## src/rtl/dwt_decimate_fifo.sv

```systemverilog
// Pairs surviving DWT downsampling are queued as {approximation, detail} entries; the head is visible one cycle after its push.
// Sticky flags record dropped pairs and lo/hi strobe disagreement. An optional cascade tap feeds approximations to the next level.
module dwt_decimate_fifo #(
  parameter int DEPTH     = 16,
  parameter bit LEVEL_FWD = 1'b1
) (
  input  logic                       CLK,
  input  logic                       RST,
  input  logic [31:0]                lo_data,
  input  logic                       lo_parity,
  input  logic [31:0]                hi_data,
  input  logic                       hi_parity,
  input  logic                       out_ready,
  input  logic                       clear_flags,
  output logic                       out_valid,
  output logic [31:0]                out_lo,
  output logic [31:0]                out_hi,
  output logic [$clog2(DEPTH):0]     count,
  output logic                       full,
  output logic                       overflow,
  output logic                       sync_err,
  output logic                       level_valid,
  output logic [31:0]                level_data
);

  localparam int AW = $clog2(DEPTH);
  localparam int CW = AW + 1;

  logic [31:0]   mem_lo [DEPTH];
  logic [31:0]   mem_hi [DEPTH];
  logic [AW-1:0] rd_ptr    = '0;
  logic [AW-1:0] wr_ptr    = '0;
  logic [CW-1:0] occ       = '0;
  logic          ovf_q     = 1'b0;
  logic          sync_q    = 1'b0;
  logic          lvl_vld_q = 1'b0;
  logic [31:0]   lvl_dat_q = '0;

  logic push_req;
  logic pop;
  logic is_full;
  logic push;
  logic drop;
  logic mismatch;

  assign push_req = lo_parity & hi_parity;
  assign mismatch = lo_parity ^ hi_parity;
  assign is_full  = (occ == CW'(DEPTH));
  assign pop      = (occ != '0) & out_ready;
  // A pop on the same edge frees the slot, so a full FIFO still accepts the pair.
  assign push     = push_req & (~is_full | pop);
  assign drop     = push_req & is_full & ~pop;

  always_ff @(posedge CLK) begin
    if (!RST && push) begin
      mem_lo[wr_ptr] <= lo_data;
      mem_hi[wr_ptr] <= hi_data;
    end
  end

  always_ff @(posedge CLK) begin
    if (RST) begin
      rd_ptr    <= '0;
      wr_ptr    <= '0;
      occ       <= '0;
      ovf_q     <= 1'b0;
      sync_q    <= 1'b0;
      lvl_vld_q <= 1'b0;
      lvl_dat_q <= '0;
    end else begin
      if (push) wr_ptr <= wr_ptr + AW'(1);
      if (pop)  rd_ptr <= rd_ptr + AW'(1);
      case ({push, pop})
        2'b10:   occ <= occ + CW'(1);
        2'b01:   occ <= occ - CW'(1);
        default: occ <= occ;
      endcase
      ovf_q     <= drop | (ovf_q & ~clear_flags);
      sync_q    <= mismatch | (sync_q & ~clear_flags);
      lvl_vld_q <= push_req;
      if (push_req) lvl_dat_q <= lo_data;
    end
  end

  // Head is read straight from storage; it is masked when empty so reset shows zeros.
  assign out_valid = (occ != '0);
  assign out_lo    = out_valid ? mem_lo[rd_ptr] : '0;
  assign out_hi    = out_valid ? mem_hi[rd_ptr] : '0;
  assign count     = occ;
  assign full      = is_full;
  assign overflow  = ovf_q;
  assign sync_err  = sync_q;

  generate
    if (LEVEL_FWD) begin : g_lvl
      assign level_valid = lvl_vld_q;
      assign level_data  = lvl_dat_q;
    end else begin : g_nolvl
      assign level_valid = 1'b0;
      assign level_data  = '0;
    end
  endgenerate

endmodule

```

## config.mk

```make
export PLATFORM = sky130hd
export DESIGN_NAME = dwt_decimate_fifo
export DESIGN_NICKNAME = d
export VERILOG_FILES = /design/src/rtl/dwt_decimate_fifo.sv
export SDC_FILE = /design/constraint.sdc
export NUM_CORES = 1
export LEC_CHECK = 0
export CAP_MARGIN = 20
export CORE_MARGIN = 2
export CORE_UTILIZATION = 48
export DETAILED_ROUTE_END_ITERATION = 10
export DONT_BUFFER_PORTS = 1
export PLACE_DENSITY = 0.61
export RECOVER_POWER = 100
export SLEW_MARGIN = 20
export SYNTH_ARGS = -nofsm -noshare
export SYNTH_HDL_FRONTEND = slang
export SYNTH_SLANG_ARGS = --single-unit
export TNS_END_PERCENT = 10
```

## constraint.sdc

```tcl
create_clock -name CLK -period 7.1 [get_ports CLK]
set_input_delay 0.355 -clock CLK [delete_from_list [all_inputs] [get_ports CLK]]
set_output_delay 0.355 -clock CLK [all_outputs]
set_load 0.02 [all_outputs]
```

==> results_dict.tcl <==
set metrics [dict create \
    status "finished with violations" \
    violations "max-capacitance violations, max-slew violations" \
    relSlewSlack_pct -102 \
    worstSetupPathType "in2reg" \
    dp_cells 2934 \
    ctsResizeCount 0 \
    cpLargestDelayFamily "buffers and inverters" \
    nets 2052 \
    power_mw 15.5 \
    crit_path_start "hi_parity" \
    ioPinCount 176 \
    synth.distinct_cells 44 \
    cts_tree "done" \
    synth_compound_area_share_pct 2.51 \
    hp-class "in2reg" \
    r2r_start "count[4]" \
    endpoint_kind "flip-flop" \
    path_clk_slew_ns 0.06 \
    max_cap_violations 17 \
    final_hold_viol_count 0 \
    syn_area_mm2 0.0412 \
    grt_pass1_wl_um 130000 \
    required_ns 7.38 \
    ff2ff_path_depth 6 \
    ff2ff_setup_slack_ns 2.16 \
    cpPeakStageDelay_ns 1.97 \
    setup_viol_count_final 0 \
    clkSinkCount 1076 \
    ys_async_sr_fraction_pct 0 \
    synth-adder-area-share_pct 0.322 \
    syn_to_final_growth_pct 13.5 \
    setup_tns_ns 0 \
    whs_path_depth 2 \
    grt_pass1_vias 19502 \
    wire_per_inst_um 27.4 \
    io_buffers 0 \
    synth_edf_count 1024 \
    crit_end "mem_hi[0][12]" \
    dieArea_mm2 0.0882 \
    ys.warnings.count 0 \
    initial_core_util_pct 48.4 \
    synth-seq-cells 1076 \
    drtAntennaViolNets 0 \
    cp-start-kind "input port" \
    rsz0062_at_grt "false" \
    clk_latency_ns 0.66 \
    syn_area_per_cell_um2 22.1 \
    fmax_mhz 183 \
    min_period_ns 5.46 \
    core-area_mm2 0.0851 \
    chipWidth_um 297 \
    power.density_mw_per_mm2 331 \
    cts_buffers 108 \
    grt_max_degree 105 \
    gr-total-overflow 0 \
    cts_buffer_depth 3 \
    min_period_over_period_pct 77.0 \
    cp.depth 9 \
    synth_top_area_share_pct 74.7 \
    min_from "RST" \
    layout-drive-gt1-share_pct 21.5 \
    postSynthCellCount 1864 \
    drt_iter0_drc 1521 \
    synth.area.top_cells "edfxtp_1 (75%), mux4_2 (14%), mux2i_1 (2.7%)" \
    setup_slack_ns 1.64 \
    syn-num-nets 1944 \
    ys_seq_area_share_pct 77.2 \
    synth-xor-area-share_pct 0.106 \
    ir_drop_mv 0.255 \
    max_slew.worst_pin.slew_ns 3.03 \
    cp_max_fo 40 \
    synth_top_family_by_area "multiplexers" \
    pre_cts_slack_ns 2.55 \
    yosys_most_used_dff "edfxtp_1" \
    cp_num_buf_inv 4 \
    root_buffer "clkbuf_16" \
    drc 0 \
    wl_um 87700 \
    die_y_um 297 \
    place_congestion 0.738 \
    synthMuxAreaShare_pct 16.7 \
    rows 107 \
    instances_no_fill 3204 \
    vias 18849 \
    finClkSkew_ns 0.0348 \
    antenna_found_initial 4 \
    worst_path_most_repeated_cell "buf_4" \
    hpwl_um 47300 \
    h-tree-depth 3 \
    drt-vias-per-instance 5.88 \
    drtPass1Iterations 5 \
    final_util_pct 54.9 \
    slew_viol_final 653 \
    slowest_stage "clkbuf_1" \
    r2r-end "mem_hi[0][12]" \
    p_leak_nw 14.1 \
    synthSimpleGateAreaFrac_pct 1.85 \
    critPathArrivalTime_ns 5.74 \
    crit_chain "dlygate4sd3_1, ha_1, buf_4, nor2b_1, a21boi_0, nand2_1, nor3_1, clkbuf_1, buf_4" \
    grtUsageTotal_pct 19.9 \
    synth_area_leader_cell "edfxtp_1" \
]
## kinds of logic after synthesis
kind of cell | count (synthesis)
and+or+nand+nor | 146
adders and majority gates | 10
buffers and inverters | 118
AOI/OAI and AO/OA | 141
DFF | 1076
xor gates and xnor gates | 5
muxes | 368
## worst reg2reg max path, stage by stage (launching register included)
cell and delay [ns]:
dfxtp_1 0.50, nor2b_1 0.25, a21boi_0 0.62, nand2_1 0.24, nor3_1 0.18, clkbuf_1 1.97
buf_4 0.77
## final cells by class
type / instances / area [µm²]
Antenna cell: 1 / 2.50
Clock buffer: 134 / 2830
Clock inverter: 63 / 767
Fill cell: 6440 / 38400
Inverter: 9 / 33.8
Multi-Input combinational cell: 670 / 8880
Sequential cell: 1076 / 31800
Tap cell: 1144 / 1430
Timing Repair Buffer: 107 / 995
## synthesized netlist by cell type, types with 2 or more instances
cell type	n
o21ai_2	2
buf_2	47
o22ai_1	13
xor2_1	3
dfxtp_1	52
nand3_1	6
clkbuf_1	43
xnor2_1	2
buf_4	6
mux4_2	256
o21a_1	5
a21oi_1	4
o21ai_0	3
buf_1	12
o211ai_1	3
edfxtp_1	1024
nand2_1	7
nor3_1	9
nor2_1	55
nand2b_1	5
mux2i_1	110
nor2b_1	57
ha_1	9
a211oi_1	103
mux2_2	2
inv_1	8
## report_power, final
part           switching (mW)  internal [mW]  total [mW]
Combinational            1.66          0.923        2.58
Sequential              0.132           7.00        7.14
Clock                    2.30           3.43        5.74
## what timing repair did
item                       in CTS  in global routing
hold endpoints to repair     1076                  0
hold buffers                   70                  0
buffers inserted                0                  0
setup endpoints to repair       0                  0
## worst min-delay path by stage
stage / end / slack [ns]
after floorplan: level_valid / 0.43
after global placement: flip-flop / 0.43
after detailed placement: flip-flop / 0.43
after CTS: overflow / 0.008
after global routing: wr_ptr[2] / 0.03
final: wr_ptr[1] / 0.04
## through the flow
stage	area, µm²	hold slack (ns)
CTS	46900	0.00830
detailed placement	42600	0.427
global route	46700	0.0335
global placement	42500	0.427
finish	46700	0.0359
floorplan	41200	0.435
## cell usage in the layout, fill, tap and decap left out, types with 7 or more instances in the layout
| cell type | Yosys | layout |
|---|---|---|
| clkbuf_1 | 43 | 35 |
| nand2_1 | 7 | 7 |
| dlygate4sd3_1 | 0 | 69 |
| dfxtp_1 | 52 | 49 |
| clkbuf_16 | 0 | 109 |
| a211oi_1 | 103 | 103 |
| mux2i_1 | 110 | 110 |
| edfxtp_1 | 1024 | 1024 |
| nor2_1 | 55 | 51 |
| mux4_2 | 256 | 256 |
| ha_1 | 9 | 9 |
| clkinv_1 | 0 | 26 |
| nor2b_1 | 57 | 57 |
| buf_4 | 6 | 18 |
| nor3_1 | 9 | 9 |
| clkinv_2 | 0 | 11 |
| inv_1 | 8 | 9 |
| bufinv_16 | 0 | 17 |
| o22ai_1 | 13 | 13 |
## layer usage
layer	vias up	share of wire (%)	wire, µm	GRT usage, %
met2	564	48	42100	31.3
met3	97	6.8	5990	4.40
li1	8061	-	-	-
met1	10125	44	38200	28.7
met4	2	1.6	1410	4.89
met5	-	0.018	16	0
## sequential cells by signal, summed over array words and instances (netlist names), named ones only
name,cells
level_data,32
mem_lo,512
sync_err,1
mem_hi,512
level_valid,1
rd_ptr,4
wr_ptr,4
count,5
overflow,1
Power figures use the tool's default switching activity.
